==> src/rtl/spi_arb_pkg.sv <==
// spi_arb_pkg: shared FSM state type and sizing helpers for the SPI transaction arbiter.
package spi_arb_pkg;

    typedef enum logic [2:0] {IDLE, SETUP, XFER, DRAIN, GAP} state_e;

    // Outstanding count never exceeds 3; setup/gap counters cover up to 15 cycles.
    localparam int OutW = 2;
    localparam int CntW = 4;

    function automatic int owner_w(input int n);
        return (n > 1) ? $clog2(n) : 1;
    endfunction

endpackage

==> src/rtl/spi_txn_arbiter_rr_pick.sv <==
// rr_pick: combinational round-robin first-one finder, scanning upward from ptr_i with wrap.
module rr_pick
    import spi_arb_pkg::*;
#(
    parameter int N = 2,
    localparam int W = owner_w(N)
) (
    input  logic [N-1:0] req_i,
    input  logic [W-1:0] ptr_i,
    output logic [W-1:0] idx_o,
    output logic         found_o
);

    logic [W-1:0] j;

    // Scan from farthest to nearest so the requester closest to the pointer wins.
    always_comb begin
        idx_o   = '0;
        found_o = 1'b0;
        j       = '0;
        for (int k = N - 1; k >= 0; k--) begin
            j = W'((int'(ptr_i) + k) % N);
            if (req_i[j]) begin
                idx_o   = j;
                found_o = 1'b1;
            end
        end
    end

endmodule

==> src/rtl/spi_txn_arbiter.sv <==
// spi_txn_arbiter: grants whole SPI transactions round-robin to NumReq requesters,
// drives one active-low chip select per requester and routes RX bytes to the owner.
module spi_txn_arbiter
    import spi_arb_pkg::*;
#(
    parameter int NumReq         = 2,
    parameter int CsSetupCycles  = 1,
    parameter int CsGapCycles    = 2,
    parameter int MaxOutstanding = 2,
    localparam int OwnerW = owner_w(NumReq)
) (
    input  logic                  clk_sys_i,
    input  logic                  rst_sys_ni,
    input  logic [NumReq-1:0]     req_valid_i,
    input  logic [NumReq*8-1:0]   req_data_i,
    input  logic [NumReq-1:0]     req_last_i,
    output logic [NumReq-1:0]     req_ready_o,
    output logic [NumReq-1:0]     rsp_valid_o,
    output logic [7:0]            rsp_data_o,
    output logic                  spi_tx_valid_o,
    input  logic                  spi_tx_ready_i,
    output logic [7:0]            spi_tx_data_o,
    input  logic                  spi_rx_valid_i,
    input  logic [7:0]            spi_rx_data_i,
    output logic [NumReq-1:0]     spi_cs_no,
    output logic                  busy_o,
    output logic [OwnerW-1:0]     owner_o
);

    state_e              state_q, state_d;
    logic [OwnerW-1:0]   owner_q, owner_d, ptr_q, ptr_d, pick_idx, ptr_next;
    logic                pick_found;
    logic [CntW-1:0]     cnt_q, cnt_d;
    logic [OutW-1:0]     out_q, out_d;
    logic [NumReq-1:0]   own_oh, rsp_valid_q, rsp_valid_d;
    logic [7:0]          rsp_data_q, rsp_data_d;
    logic                can_send, tx_hs, rx_take;

    rr_pick #(.N(NumReq)) u_pick (
        .req_i   (req_valid_i),
        .ptr_i   (ptr_q),
        .idx_o   (pick_idx),
        .found_o (pick_found)
    );

    assign own_oh         = NumReq'(1) << owner_q;
    assign can_send       = out_q < OutW'(MaxOutstanding);
    assign spi_tx_valid_o = (state_q == XFER) && req_valid_i[owner_q] && can_send;
    assign spi_tx_data_o  = (state_q == XFER) ? req_data_i[owner_q*8 +: 8] : 8'h00;
    assign req_ready_o    = ((state_q == XFER) && spi_tx_ready_i && can_send) ? own_oh : '0;
    assign tx_hs          = spi_tx_valid_o && spi_tx_ready_i;
    // An RX byte with nothing outstanding is stray and is dropped.
    assign rx_take        = spi_rx_valid_i && (out_q != '0);
    assign spi_cs_no      = ~((state_q inside {SETUP, XFER, DRAIN}) ? own_oh : '0);
    assign busy_o         = state_q != IDLE;
    assign owner_o        = owner_q;
    assign rsp_valid_o    = rsp_valid_q;
    assign rsp_data_o     = rsp_data_q;
    assign ptr_next       = (owner_q == OwnerW'(NumReq - 1)) ? '0 : owner_q + 1'b1;

    always_comb begin
        state_d     = state_q;
        owner_d     = owner_q;
        ptr_d       = ptr_q;
        cnt_d       = cnt_q;
        out_d       = out_q + OutW'(tx_hs) - OutW'(rx_take);
        rsp_valid_d = rx_take ? own_oh : '0;
        rsp_data_d  = rx_take ? spi_rx_data_i : rsp_data_q;
        case (state_q)
            IDLE: begin
                if (pick_found) begin
                    state_d = SETUP;
                    owner_d = pick_idx;
                    cnt_d   = '0;
                end
            end
            SETUP: begin
                cnt_d   = cnt_q + 1'b1;
                state_d = (cnt_q == CntW'(CsSetupCycles - 1)) ? XFER : SETUP;
            end
            XFER:    state_d = (tx_hs && req_last_i[owner_q]) ? DRAIN : XFER;
            DRAIN: begin
                if (out_q == '0) begin
                    state_d = GAP;
                    cnt_d   = '0;
                    ptr_d   = ptr_next;
                end
            end
            GAP: begin
                cnt_d   = cnt_q + 1'b1;
                state_d = (cnt_q == CntW'(CsGapCycles - 1)) ? IDLE : GAP;
            end
            default: state_d = IDLE;
        endcase
    end

    always_ff @(posedge clk_sys_i or negedge rst_sys_ni) begin
        if (!rst_sys_ni) begin
            state_q     <= IDLE;
            owner_q     <= '0;
            ptr_q       <= '0;
            cnt_q       <= '0;
            out_q       <= '0;
            rsp_valid_q <= '0;
            rsp_data_q  <= 8'h00;
        end else begin
            state_q     <= state_d;
            owner_q     <= owner_d;
            ptr_q       <= ptr_d;
            cnt_q       <= cnt_d;
            out_q       <= out_d;
            rsp_valid_q <= rsp_valid_d;
            rsp_data_q  <= rsp_data_d;
        end
    end

    cs_onehot: assert property (@(posedge clk_sys_i) disable iff (!rst_sys_ni) $onehot0(~spi_cs_no));
    out_bound: assert property (@(posedge clk_sys_i) disable iff (!rst_sys_ni) out_q <= OutW'(MaxOutstanding));

endmodule
==> config.mk <==
export PLATFORM = sky130hd
export DESIGN_NAME = spi_txn_arbiter
export DESIGN_NICKNAME = d
export VERILOG_FILES = /design/src/rtl/spi_arb_pkg.sv /design/src/rtl/spi_txn_arbiter_rr_pick.sv /design/src/rtl/spi_txn_arbiter.sv
export SDC_FILE = /design/constraint.sdc
export NUM_CORES = 1
export LEC_CHECK = 0
export ABC_AREA = 0
export CORE_ASPECT_RATIO = 0.9
export CORE_UTILIZATION = 35
export CTS_BUF_LIST = sky130_fd_sc_hd__clkbuf_8
export DETAILED_ROUTE_END_ITERATION = 16
export GPL_TIMING_DRIVEN = 0
export PLACE_DENSITY = 0.7
export SYNTH_ARGS = -nofsm -noshare
export SYNTH_HDL_FRONTEND = slang
export SYNTH_SLANG_ARGS = --single-unit
==> constraint.sdc <==
create_clock -name clk_sys_i -period 2.7 [get_ports clk_sys_i]
set_clock_uncertainty 0.05 [all_clocks]
set_input_delay 0.54 -clock clk_sys_i [delete_from_list [all_inputs] [get_ports clk_sys_i]]
set_output_delay 0.54 -clock clk_sys_i [all_outputs]
set_load 0.03 [all_outputs]
==> qor.csv <==
stage,metric,value,unit
status,outcome,finished clean,
timing,fin. max-slew vios,0,
pwr,Pwr Density,1100,nW/um2
yosys,most area-hungry cell type in the Yosys netlist,dfrtp_1,
timing,minimum hold slack,0.462,ns
cells_and_area,layout cell share with drive strength beyond 1,14.4,%
timing,Final Hold Fails,0,
route,Routed Antenna Nets,0,
pwr,Switching Power,0.000928,W
route,via count,1054,
yosys,Synth cell types,34,
route,Pre-Repair DR Iteration Count,4,
critical_path,Worst Path Arrival,1.96,ns
clocking,post-CTS setup buffers,0,
placement,Placed Cells,212,
route,DRT iter0 DRCs,65,
yosys,Syn. warnings,0,
timing,FMAX,393,MHz
timing,Setup TNS,0,ns
floorplanning,DIE AREA,3710,um2
pwr,Max IR drop VDD,0.654,mV
cells_and_area,# nets final,212,
clocking,hold_buf cts,0,
pwr,part of the power in the clock network,10.3,%
cells_and_area,area grow syn2layout,53.4,%
cells_and_area,fillers,295,
pwr,P_leak,0.838,nW
critical_path,CP top delay family,buffers and inverters,
global_route,largest net degree at the start of global routing,22,
route,DRC,0,
global_route,met1 usage,21.1,%
global_route,Most Crowded Layer GR,met2,
yosys,Cells after Synth,114,
yosys,Mean Syn Cell Area,10.6,um2
critical_path,max incr delay on CP,0.43,ns
worst_hold_path,Hold Path Origin,rsp_data_o[5]$_DFFE_PN0P_,
yosys,cell with the most instances after synthesis,dfrtp_1,
timing,Tmin final,2.55,ns
yosys,synth cell count leaders,"dfrtp_1 (21), nor2_1 (16), mux2_2 (11)",
yosys,sequential-to-total area share from yosys stat,43.3,%
global_route,vias in the first global route,1050,
yosys,post-synth top area share,43.3,%
critical_path,Crit Reg-Reg Startpoint,state_q[0]$_DFFE_PN0P_,
clocking,H-tree Lvls,1,
yosys,"EDFF count, synth",0,
timing,RSZ-0062 raised after global routing,no,
pwr,total power draw,0.00205,W
floorplanning,Die W,64.1,um
critical_path,startpoint type of the worst setup path,flip-flop,
global_route,GR Util met3,4.92,%
critical_path,critical path launch point,state_q[0]$_DFFE_PN0P_,
clocking,clk slew on worst S/H paths,0.08,ns
worst_hold_path,HP Class,flip-flop to flip-flop,
pwr,sequential share of power,26.0,%
critical_path,flop-to-flop setup slack,0.72,ns
flow_run,max_cap viols,0,
yosys,"Top FF cell, synth",dfrtp_1,
floorplanning,Core ar.,3190,um2
floorplanning,Starting Density,38.1,%
placement,dpl hpwl,2310,um
critical_path,Slowest cell on crit path,dlygate4sd2_1,
global_route,antenna violations before repair,0,
timing,crit share post-route,94.3,%
placement,Placed Area,1830,um2
yosys,Synth area leaders,"dfrtp_1 (43%), mux2_2 (10%), mux2i_1 (8.2%), ha_1 (5.2%), nor2_1 (4.9%)",
global_route,met2 global-route usage,27.5,%
pwr,sw frac,45.3,%
route,Vias/cell,4.88,
cells_and_area,post-route insts no fill,216,
pwr,Gate power share,63.7,%
clocking,clock buffer depth,2,
timing,Tightest Pin Transition,0.921,ns
critical_path,CP endpoint kind,primary output,
floorplanning,Die Y-Extent,57.9,um
critical_path,crit path kind,flip-flop to primary output,
critical_path,Crit Path Max Fanout,10,
cells_and_area,fin area,1860,um2
yosys,area of the mapped netlist,1210,um2
yosys,Post-synth ARST share,100,%
yosys,Synth Net Count,151,
yosys,Seq cells post-synth,21,
placement,Final GP Congestion,0.835,
critical_path,CP Cell Sequence,buf_6 > or3b_4 > buf_2 > nor3_1 > dlygate4sd2_1,
route,WL per Instance,13.4,um
route,final wirelength,2900,um
placement,Port Buffers,56,
global_route,first-pass GRT wire length,4690,um
pwr,Power Internal,0.00112,W
floorplanning,row count,19,
timing,Max-slew headroom,38.4,%
timing,final setup fails,0,
global_route,grt total ovfl,0,
floorplanning,I/O pin cnt,57,
clocking,clock buffers created by TritonCTS,3,
clocking,clk sinks,21,
clocking,TritonCTS clock tree,built,
critical_path,Critical Path RT,2.11,ns
global_route,total track usage,16.3,%
critical_path,buffer and inverter count on the worst path,3,
cells_and_area,Ant. Diodes,0,
clocking,Skew-Pair Late Insertion Delay,0.26,ns
clocking,root buf cell,clkbuf_8,
final timing paths:
path | endpoint | cells after the start
max in group asynchronous | ptr_q$_DFFE_PN0P_ | 1
worst min register to register | rsp_data_o[5]$_DFFE_PN0P_ | 1
worst min-delay path | rsp_data_o[5]$_DFFE_PN0P_ | 1
worst max register to register | out_q[1]$_DFF_PN0_ | 9
min in group asynchronous | rsp_data_o[1]$_DFFE_PN0P_ | 1
worst max-delay path | req_ready_o[0] | 5
sequential cells by signal, indices dropped and copies added (netlist names):
name and cells:
rsp_data_o 8, cnt_q 4, state_q 3, out_q 2, rsp_valid_o 2, owner_o 1, ptr_q 1
metrics by stage:
step	setup WS, ns	utilization [%]
2_1_floorplan	0.369	-
3_3_place_gp	-0.0775	57.3
3_5_place_dp	-0.104	57.3
4_1_cts	0.147	58.4
5_1_grt	0.0467	58.4
6_report	0.153	58.4
layer usage:
metal  up-vias  routed length (um)
met4         0                  12
met2        28                1400
met1       501                1350
met5         -                   0
met3         2                 138
li1        523                   -
power groups by stage:
stage / combinational, W / clock (W) / sequential (W)
2_1_floorplan: 0.000745 / 0 / 0.000667
3_3_place_gp: 0.00132 / 0 / 0.000533
3_5_place_dp: 0.00135 / 0 / 0.000538
4_1_cts: 0.00132 / 0.000217 / 0.000534
5_1_grt: 0.00140 / 0.000233 / 0.000552
6_report: 0.00131 / 0.000210 / 0.000533
cells in the final DEF, fill, tap and decap left out, drive strengths merged, types with 2 or more instances in the layout:
cell type,instances
a21oi,2
a221o,2
buf,7
clkbuf,3
clkdlybuf4s50,45
dfrtp,21
dlygate4sd2,11
ha,5
inv,7
mux2,11
mux2i,10
nand2,2
nor2,16
nor3,5
nor4b,2
o21ai,2
or3,2
xnor2,3
cells by family after synthesis:
kind of cell	synth area share (%)
and+or+nand+nor	17.5
adders and majority gates	5.15
muxes	18.5
AOI/OAI and AO/OA	7.84
xor gates and xnor gates	2.17
buffers and inverters	5.57
DFF	43.3
layout make-up:
| cell class | count | area (um2) | area share [%] |
|---|---|---|---|
| Sequential cell | 21 | 526 | 28.2 |
| Buffer | 7 | 41.3 | 2.22 |
| Timing Repair Buffer | 56 | 547 | 29.4 |
| Clock inverter | 1 | 7.51 | 0.403 |
| Clock buffer | 3 | 41.3 | 2.22 |
| Inverter | 7 | 26.3 | 1.41 |
| Multi-Input combinational cell | 79 | 621 | 33.3 |
| Tap cell | 42 | 52.6 | 2.82 |
repair_timing:
| action | 4_1_cts | 5_1_grt |
|---|---|---|
| resized for setup | 11 | 0 |
| endpoints found under the setup margin | 11 | 0 |
| endpoints found under the hold margin | 0 | 0 |
(Power assumes the default switching activity.)
